`config.mk`:
```
export PLATFORM = sky130hd
export DESIGN_NAME = atx_pll_recal_ctrl
export DESIGN_NICKNAME = d
export VERILOG_FILES = /design/src/rtl/atx_pll_recal_pkg.sv /design/src/rtl/atx_pll_recal_ctrl_sync2.sv /design/src/rtl/atx_pll_recal_ctrl.sv
export SDC_FILE = /design/constraint.sdc
export NUM_CORES = 1
export LEC_CHECK = 0
export ABC_AREA = 0
export BUFFER_PORTS_ARGS = -buffer_cell sky130_fd_sc_hd__buf_2
export CORE_ASPECT_RATIO = 1.1
export CORE_UTILIZATION = 30
export CTS_BUF_LIST = sky130_fd_sc_hd__clkbuf_16
export DETAILED_ROUTE_END_ITERATION = 12
export GPL_TIMING_DRIVEN = 0
export REMOVE_ABC_BUFFERS = 1
export SLEW_MARGIN = 20
export SYNTH_ARGS = -nofsm -noshare
export SYNTH_HDL_FRONTEND = slang
export SYNTH_SLANG_ARGS = --single-unit
```
`constraint.sdc`:
```
create_clock -name reconfig_clk -period 3.09 [get_ports reconfig_clk]
set_clock_uncertainty 0.1 [all_clocks]
set_input_delay 0.309 -clock reconfig_clk [delete_from_list [all_inputs] [get_ports reconfig_clk]]
set_output_delay 0.309 -clock reconfig_clk [all_outputs]
set_load 0.05 [all_outputs]
```
`src/rtl/atx_pll_recal_pkg.sv`:
```
// Shared definitions for the ATX PLL recalibration controller:
// FSM encoding, failure codes and arbitration register values.
package atx_pll_recal_pkg;

  typedef enum logic [3:0] {
    ST_IDLE,
    ST_REQ_BUS,
    ST_POLL_OWN,
    ST_RD_CAL,
    ST_WR_CAL,
    ST_REL_BUS,
    ST_WAIT_CAL_HI,
    ST_WAIT_CAL_LO,
    ST_WAIT_LOCK,
    ST_FINISH
  } state_t;

  localparam logic [1:0] ERR_NONE = 2'd0;
  localparam logic [1:0] ERR_OWN  = 2'd1;
  localparam logic [1:0] ERR_CAL  = 2'd2;
  localparam logic [1:0] ERR_LOCK = 2'd3;

  localparam logic [31:0] ARB_RELEASE = 32'h1;
  localparam logic [31:0] ARB_REQUEST = 32'h2;

  // Bit of the status register that stays set while another
  // agent still owns the reconfiguration bus.
  localparam int unsigned STAT_OWN_BIT = 2;

endpackage

```
`src/rtl/atx_pll_recal_ctrl_sync2.sv`:
```
// Two-flop synchronizer for a single asynchronous level input.
// Clears to 0 on reset.
module sync2 (
  input  logic clk_i,
  input  logic rst_ni,
  input  logic d_i,
  output logic q_o
);

  logic meta_q;
  logic sync_q;

  always_ff @(posedge clk_i or negedge rst_ni) begin
    if (!rst_ni) begin
      meta_q <= 1'b0;
      sync_q <= 1'b0;
    end else begin
      meta_q <= d_i;
      sync_q <= meta_q;
    end
  end

  assign q_o = sync_q;

endmodule

```
`src/rtl/atx_pll_recal_ctrl.sv`:
```
// ATX PLL recalibration sequencer: takes bus ownership, sets the
// calibration enable, releases the bus and waits for cal and lock.
module atx_pll_recal_ctrl
  import atx_pll_recal_pkg::*;
#(
  parameter int unsigned TIMEOUT_CYCLES = 1000000,
  parameter logic [10:0] ARB_ADDR       = 11'h000,
  parameter logic [10:0] STAT_ADDR      = 11'h280,
  parameter logic [10:0] CAL_ADDR       = 11'h100,
  parameter logic [31:0] CAL_MASK       = 32'h0000_0001
) (
  input  logic        reconfig_clk,
  input  logic        reconfig_reset_n,
  input  logic        start,
  output logic        busy,
  output logic        done,
  output logic        error,
  output logic [1:0]  err_code,
  output logic        avmm_write,
  output logic        avmm_read,
  output logic [10:0] avmm_address,
  output logic [31:0] avmm_writedata,
  input  logic [31:0] avmm_readdata,
  input  logic        avmm_waitrequest,
  input  logic        pll_cal_busy,
  input  logic        pll_locked
);

  localparam logic [31:0] TC = 32'(TIMEOUT_CYCLES - 1);

  state_t      state_q;
  logic [31:0] cnt_q;
  logic [31:0] cal_q;
  logic [1:0]  fail_q;
  logic [1:0]  err_q;
  logic        wr_q;
  logic        rd_q;
  logic [10:0] addr_q;
  logic [31:0] wdata_q;

  logic cal_busy_s;
  logic locked_s;
  logic tc;
  logic counting;
  logic acc;

  sync2 u_sync_cal (
    .clk_i  (reconfig_clk),
    .rst_ni (reconfig_reset_n),
    .d_i    (pll_cal_busy),
    .q_o    (cal_busy_s)
  );

  sync2 u_sync_lock (
    .clk_i  (reconfig_clk),
    .rst_ni (reconfig_reset_n),
    .d_i    (pll_locked),
    .q_o    (locked_s)
  );

  assign tc  = cnt_q >= TC;
  assign acc = !avmm_waitrequest;

  assign counting = (state_q == ST_POLL_OWN)
                 || (state_q == ST_WAIT_CAL_HI)
                 || (state_q == ST_WAIT_CAL_LO)
                 || (state_q == ST_WAIT_LOCK);

  always_ff @(posedge reconfig_clk or negedge reconfig_reset_n) begin
    if (!reconfig_reset_n) begin
      state_q <= ST_IDLE;
      cnt_q   <= '0;
      cal_q   <= '0;
      fail_q  <= ERR_NONE;
      err_q   <= ERR_NONE;
      wr_q    <= 1'b0;
      rd_q    <= 1'b0;
      addr_q  <= '0;
      wdata_q <= '0;
    end else begin
      cnt_q <= counting ? cnt_q + 32'd1 : '0;
      unique case (state_q)
        ST_IDLE: begin
          if (start) begin
            state_q <= ST_REQ_BUS;
            cnt_q   <= '0;
            fail_q  <= ERR_NONE;
            err_q   <= ERR_NONE;
          end
        end
        ST_REQ_BUS: begin
          if (!wr_q) begin
            wr_q    <= 1'b1;
            addr_q  <= ARB_ADDR;
            wdata_q <= ARB_REQUEST;
          end else if (acc) begin
            wr_q    <= 1'b0;
            state_q <= ST_POLL_OWN;
            cnt_q   <= '0;
          end
        end
        ST_POLL_OWN: begin
          // Give up only between reads; an issued read must finish.
          if (!rd_q) begin
            if (tc) begin
              state_q <= ST_REL_BUS;
              fail_q  <= ERR_OWN;
              cnt_q   <= '0;
            end else begin
              rd_q   <= 1'b1;
              addr_q <= STAT_ADDR;
            end
          end else if (acc) begin
            rd_q <= 1'b0;
            if (!avmm_readdata[STAT_OWN_BIT]) begin
              state_q <= ST_RD_CAL;
              cnt_q   <= '0;
            end else if (tc) begin
              state_q <= ST_REL_BUS;
              fail_q  <= ERR_OWN;
              cnt_q   <= '0;
            end
          end
        end
        ST_RD_CAL: begin
          if (!rd_q) begin
            rd_q   <= 1'b1;
            addr_q <= CAL_ADDR;
          end else if (acc) begin
            rd_q    <= 1'b0;
            cal_q   <= avmm_readdata;
            state_q <= ST_WR_CAL;
          end
        end
        ST_WR_CAL: begin
          if (!wr_q) begin
            wr_q    <= 1'b1;
            addr_q  <= CAL_ADDR;
            wdata_q <= cal_q | CAL_MASK;
          end else if (acc) begin
            wr_q    <= 1'b0;
            state_q <= ST_REL_BUS;
          end
        end
        ST_REL_BUS: begin
          if (!wr_q) begin
            wr_q    <= 1'b1;
            addr_q  <= ARB_ADDR;
            wdata_q <= ARB_RELEASE;
          end else if (acc) begin
            wr_q    <= 1'b0;
            state_q <= (fail_q != ERR_NONE) ? ST_FINISH : ST_WAIT_CAL_HI;
            cnt_q   <= '0;
          end
        end
        ST_WAIT_CAL_HI: begin
          if (cal_busy_s) begin
            state_q <= ST_WAIT_CAL_LO;
            cnt_q   <= '0;
          end else if (tc) begin
            state_q <= ST_FINISH;
            fail_q  <= ERR_CAL;
          end
        end
        ST_WAIT_CAL_LO: begin
          if (!cal_busy_s) begin
            state_q <= ST_WAIT_LOCK;
            cnt_q   <= '0;
          end else if (tc) begin
            state_q <= ST_FINISH;
            fail_q  <= ERR_CAL;
          end
        end
        ST_WAIT_LOCK: begin
          if (locked_s) begin
            state_q <= ST_FINISH;
          end else if (tc) begin
            state_q <= ST_FINISH;
            fail_q  <= ERR_LOCK;
          end
        end
        ST_FINISH: begin
          err_q   <= fail_q;
          state_q <= ST_IDLE;
        end
        default: state_q <= ST_IDLE;
      endcase
    end
  end

  assign busy  = (state_q != ST_IDLE) && (state_q != ST_FINISH);
  assign done  = (state_q == ST_FINISH) && (fail_q == ERR_NONE);
  assign error = (state_q == ST_FINISH) && (fail_q != ERR_NONE);

  // The code shows with the error pulse and is then held in err_q.
  assign err_code = (state_q == ST_FINISH) ? fail_q : err_q;

  assign avmm_write     = wr_q;
  assign avmm_read      = rd_q;
  assign avmm_address   = addr_q;
  assign avmm_writedata = wdata_q;

endmodule

```
==> flow_summary_export.csv, run 1 <==
group,metric,value,unit
global_routing,grt_first_pass_wirelength,19300,µm
placed_design,postPlaceCellArea,5720,µm²
cts,cts_tree,"yes",
floorplanning,die-area,17600,µm²
drt,drc,0,
setup_path,required,3.21,ns
timing,fin_crit,2.81,ns
logic_synthesis,synth_cell_types,51,
timing,finalSetupViolCount,0,
timing,whs,0.0818,ns
layout,n_antenna_cell,0,
timing,fin_ws,0.284,ns
floorplanning,die_y,139,µm
logic_synthesis,synth-seq-area-share,0.543,
setup_path,start_kind,"register",
layout,final_common_cell,"dfrtp_1",
timing,slew_violations,0,
timing,hold_violations,0,
flow_run,drv_cap,0,
drt,dr_total_vias,3739,
cts,clockBufferDepth,2,
global_routing,grt_pass1_vias,3807,
logic_synthesis,syn_avg_cell_area,11.1,µm²
timing,rsz0062_at_grt,"false",
layout,fin_area,6060,µm²
setup_path,rrSetupSlack,0.28,ns
setup_path,cpPeakStageDelay,0.90,ns
layout,syn_to_final_growth,18.5,%
power,power_leakage,2.72,nW
cts,cts_buffers,9,
cts,cts_setup_buffers,0,
setup_path,cp_slowest_cell,"dfrtp_1",
global_routing,track_usage,0.138,
layout,drive_above_1_share,0.281,
global_routing,grt_antenna_before_repair,0,
cts,root_buffer,"clkbuf_16",
power,power_density,930,nW/µm²
layout,mostFrequentLayoutCells,"110 x dfrtp_1, 81 x buf_2, 41 x nor2_1, 36 x mux2_2, 30 x a22o_1",
drt,drt_wl_total,11100,µm
hold_path,min_path_type,"input pin to register",
setup_path,cp-end-kind,"register",
logic_synthesis,synth-async-reset-ratio,1.00,
timing,min_period_over_period,0.908,
logic_synthesis,synth_seq_cells,111,
floorplanning,num_rows,49,
setup_path,critPathKind,"register to register",
cts,clk_latency,0.35,ns
floorplanning,die_w,126,µm
setup_path,reg2regPathDepth,4,
placed_design,hpwl,7710,µm
layout,final_util,0.368,
drt,drt_iter0_markers,318,
run_status,status,"complete, no violations",
drt,postRouteAntennaNets,0,
global_routing,use_met3,0.0340,
floorplanning,initial_core_util,0.310,
drt,dr.pass1.iters,5,
cts,htreeDepth,3,
timing,max-slew-margin-rel,0.436,
cts,clock_sinks,111,
global_routing,grt_use_met1,0.177,
layout,nNetsFinal,567,
floorplanning,core,16500,µm²
global_routing,busiest_layer,"met2",
global_routing,grt-ovfl-total,0,
placed_design,place_ws,0.0330,ns
layout,nFillCells,1639,
timing,worst_pin_slew,0.845,ns
layout,instances_no_fill,737,
placed_design,dp_cells,718,
timing,fmax,356,MHz
hold_path,hold_depth,2,
floorplanning,io_pins,88,
drt,via_per_inst,5.07,
logic_synthesis,syn_area,5110,µm²
drt,wire_per_inst,15.1,µm
logic_synthesis,netlist_instances,460,
global_routing,met2_usage,0.224,
placed_design,gp_congestion,0.930,
global_routing,grt_start_max_net_pins,86,
logic_synthesis,synth_edf_count,0,
power,totalPowerFinal,5.63,mW
setup_path,path_cells,"or4_2 -> nand2b_1 -> or2_2 -> o32ai_1",
placed_design,port_buffers,78,
logic_synthesis,ys.warnings.count,0,
timing,setup_tns,0,ns
logic_synthesis,synthFlopType,"dfrtp_1",
power,ir_drop,0.421,mV
setup_path,cp.arrival,2.93,ns
setup_path,crit_fanout,34,
cts,path_clk_slew,0.08,ns
-- routing by layer --
metal / share of wire / wire (µm)
met5: 0 / 0
met3: 0.039 / 429
met2: 0.49 / 5470
met1: 0.45 / 5050
met4: 0.017 / 185
-- worst max-delay path, delay by kind of cell (launching register included) --
kind	cells	cell delay (ns)
compound gates	1	0.34
flops	1	0.90
simple gates	3	1.33
-- Yosys cell counts (3+ instances only) --
cell type	number	area share
nand4_1	4	0.0049
nor4_1	15	0.018
and2_1	3	0.0037
inv_1	11	0.0081
a211oi_1	6	0.0088
dfrtp_1	111	0.54
mux2_2	36	0.079
o21ai_0	9	0.0088
nor2b_1	6	0.0073
o22ai_1	3	0.0037
xnor2_1	21	0.036
nand3_1	12	0.012
and3_1	4	0.0049
nand2_1	17	0.012
a22o_1	30	0.051
buf_4	10	0.015
a21o_1	4	0.0059
o211ai_1	3	0.0044
nor3_1	17	0.017
nand2b_1	7	0.0086
nor2_1	41	0.030
xor2_1	7	0.012
buf_1	6	0.0044
or3_1	7	0.0086
a32o_1	3	0.0059
clkbuf_1	20	0.015
a31oi_1	3	0.0037
a21oi_1	7	0.0069
nor4b_1	3	0.0051
a21boi_0	4	0.0059
and4_1	4	0.0069
-- final timing paths --
check | end | startpoint
max | state_q[0] | state_q[1]
min | err_q[0] | start
max reg2reg | state_q[0] | state_q[1]
min reg2reg | u_sync_lock.q_o | u_sync_lock.meta_q
max in group asynchronous | cal_q[17] | reconfig_reset_n
min in group asynchronous | cnt_q[0] | reconfig_reset_n
-- kinds of logic (layout without fill, tap and decap cells) --
| group | Yosys count | count (layout) | share of synthesized area |
|---|---|---|---|
| simple gates | 151 | 151 | 0.159 |
| flops | 111 | 111 | 0.543 |
| compound gates | 83 | 83 | 0.124 |
| buf+inv | 49 | 115 | 0.0438 |
| mux | 36 | 36 | 0.0793 |
| xor+xnor | 28 | 28 | 0.0480 |
| fa+ha+maj | 1 | 1 | 0.00245 |
| other cells | 1 | 8 | 0.000733 |
-- report_power, final --
part | internal (mW) | total, mW | switching [mW]
Sequential | 1.84 | 2.18 | 0.343
Clock | 0.632 | 1.16 | 0.532
Combinational | 0.799 | 2.29 | 1.49
-- state kept, by name (all words and copies together) (netlist names), 2 cells and up --
name	count
avmm_writedata	32
cnt_q	32
cal_q	31
state_q	4
avmm_address	2
err_q	2
fail_q	2
-- final cells by class --
cell class	instances	area, µm²	area share
Sequential cell	111	2780	0.458
Multi-Input combinational cell	307	2180	0.359
Timing Repair Buffer	88	514	0.0848
Tap cell	204	255	0.0421
Clock buffer	9	225	0.0372
Clock inverter	7	70.1	0.0116
Inverter	11	41.3	0.00681
-- repair_timing --
action                                  in CTS  in global routing
resized for setup                            1                  2
endpoints found under the setup margin       2                 35
endpoints found under the hold margin       28                  0
hold buffers                                 3                  0
(Power assumes the default switching activity.)
==> inputs of run 2 (changes only) <==
BUFFER_PORTS_ARGS = -buffer_cell sky130_fd_sc_hd__buf_4   (was -buffer_cell sky130_fd_sc_hd__buf_2)
==> flow_summary_export.csv, run 2 (synthesis results as in run 1) <==
group,metric,value,unit
run_status,status,"finished, violations left",
run_status,violations,"negative hold slack",
drt,wl_met1,5380,µm
cts,clock_sinks,111,
timing,min_period_over_period,0.923,
placed_design,place_ws,0.0863,ns
cts,htreeDepth,3,
drt,drt_wl_total,11700,µm
timing,max-slew-margin-rel,0.379,
placed_design,gp_congestion,0.908,
global_routing,grt_pass1_vias,3934,
power,clkPwrFrac,0.202,
drt,wl_met2,5760,µm
placed_design,hpwl,7970,µm
timing,fin_crit,2.85,ns
global_routing,grt-ovfl-total,0,
power,p_int,3.40,mW
floorplanning,core,16500,µm²
timing,worst_pin_slew,0.931,ns
drt,via_per_inst,5.09,
timing,fmax,351,MHz
timing,slew_violations,0,
floorplanning,io_pins,88,
setup_path,start_kind,"register",
power,swShare,0.415,
layout,instances_no_fill,735,
cts,cts_buffers,9,
drt,dr.pass1.iters,4,
timing,hold_violations,36,
floorplanning,num_rows,49,
drt,postRouteAntennaNets,0,
setup_path,required,3.23,ns
floorplanning,die_w,126,µm
cts,root_buffer,"clkbuf_16",
drt,drt_iter0_markers,226,
layout,final_common_cell,"dfrtp_1",
global_routing,grt_antenna_before_repair,0,
power,power_density,933,nW/µm²
layout,n_antenna_cell,0,
flow_run,drv_cap,0,
power,netSwitchingPower,2.41,mW
setup_path,crit_fanout,34,
floorplanning,die_y,139,µm
power,pwr-share-comb,0.419,
setup_path,cpLargestDelayFamily,"simple AND/OR/NAND/NOR gates",
setup_path,cp_slowest_cell,"or4_2",
cts,cts_tree,"yes",
floorplanning,initial_core_util,0.310,
setup_path,rrSetupSlack,0.24,ns
setup_path,reg2regPathDepth,5,
setup_path,critPathKind,"register to register",
global_routing,grt_first_pass_wirelength,20100,µm
floorplanning,die-area,17600,µm²
timing,finalSetupViolCount,0,
cts,clockBufferDepth,2,
layout,nNetsFinal,565,
setup_path,worst-path-buf-inv,0,
power,power_leakage,2.74,nW
layout,mostFrequentLayoutCells,"110 x dfrtp_1, 77 x buf_4, 41 x nor2_1, 36 x mux2_2, 30 x a22o_1",
setup_path,reg2reg_from,"state_q[2]",
timing,whs,-0.0855,ns
timing,fin_ws,0.239,ns
setup_path,path_cells,"nor2_1 -> or4_2 -> a22oi_1 -> nand2_1 -> mux2_2",
placed_design,dp_cells,717,
drt,drc,0,
drt,wire_per_inst,15.9,µm
layout,drive_above_1_share,0.279,
timing,rsz0062_at_grt,"false",
global_routing,track_usage,0.144,
hold_path,min_path_type,"input pin to async pin",
cts,cts_setup_buffers,0,
placed_design,postPlaceCellArea,5900,µm²
drt,dr_total_vias,3741,
setup_path,cp-end-kind,"register",
cts,clk_latency,0.35,ns
setup_path,r2r-end,"avmm_address[8]",
power,p_seq_frac,0.379,
global_routing,grt_start_max_net_pins,112,
layout,syn_to_final_growth,21.8,%
setup_path,cpPeakStageDelay,0.98,ns
layout,fin_area,6230,µm²
drt,wl_met3,351,µm
setup_path,cp.arrival,2.99,ns
drt,top_layer_used,"met4",
placed_design,port_buffers,78,
power,ir_drop,0.430,mV
cts,path_clk_slew,0.07,ns
## run 2: cell count changes in the layout (fill, tap and decap cells not counted)
cell / change
buf_12: -1
buf_2: -77
buf_4: +77
buf_6: -1
clkbuf_8: +1
clkinv_1: +1
clkinv_2: -2
clkinvlp_4: +1
dlygate4sd3_1: -1
## run 2: routing by layer
layer | track usage | vias up
met4 | 0.0507 | 0
met5 | 0 | -
li1 | - | 1776
met3 | 0.0359 | 14
met1 | 0.183 | 1881
met2 | 0.236 | 70
## run 2: worst max-delay path by stage
stage / from / to / slack, ns / cells after the start
after global placement: state_q[2] / avmm_writedata[10] / -2.15 / 3
after global routing: state_q[1] / state_q[1] / 0.04 / 4
after floorplan: state_q[3] / avmm_writedata[10] / -0.29 / 3
after detailed placement: state_q[1] / cnt_q[31] / 0.09 / 6
after CTS: state_q[1] / cnt_q[27] / 0.06 / 6
final: state_q[2] / avmm_address[8] / 0.24 / 5
## run 2: through the flow
step | hold slack, ns | total power [mW] | setup TNS, ns | util
5_1_grt | 0.0409 | 6.14 | 0 | 0.378
3_5_place_dp | 0.254 | 4.66 | 0 | 0.357
4_1_cts | 0.0382 | 5.86 | 0 | 0.377
6_report | -0.0855 | 5.81 | 0 | 0.378
2_1_floorplan | -0.0866 | 3.79 | -8.79 | -
3_3_place_gp | 0.238 | 4.49 | -98.55 | 0.352
## run 2: area by class of cell
cell class	instances	area (µm²)
clock inverters	7	71.3
fillers	1604	10300
multi-input cells	307	2180
inverters	11	41.3
flip-flops and latches	111	2780
clock buffers	9	225
well taps	204	255
repair buffers	86	679
## run 2: power groups by stage
stage	sequential, mW	combinational [mW]	clock [mW]
after global routing	2.26	2.59	1.28
after CTS	2.20	2.45	1.21
after global placement	2.19	2.30	0
after detailed placement	2.21	2.44	0
after floorplan	2.80	0.982	0
final	2.20	2.44	1.17
## run 2: worst register-to-register path: cells and delay by family, from the launching register on
kind            cells  cell delay (ns)
mux                 1             0.28
simple gates        3             1.24
compound gates      1             0.29
flops               1             0.83
## run 2: what timing repair did
action | in CTS | in global routing
hold buffers | 2 | 0
hold endpoints to repair | 2 | 0
endpoints found under the setup margin | 2 | 35
resized for setup | 1 | 2
gates cloned | 0 | 0
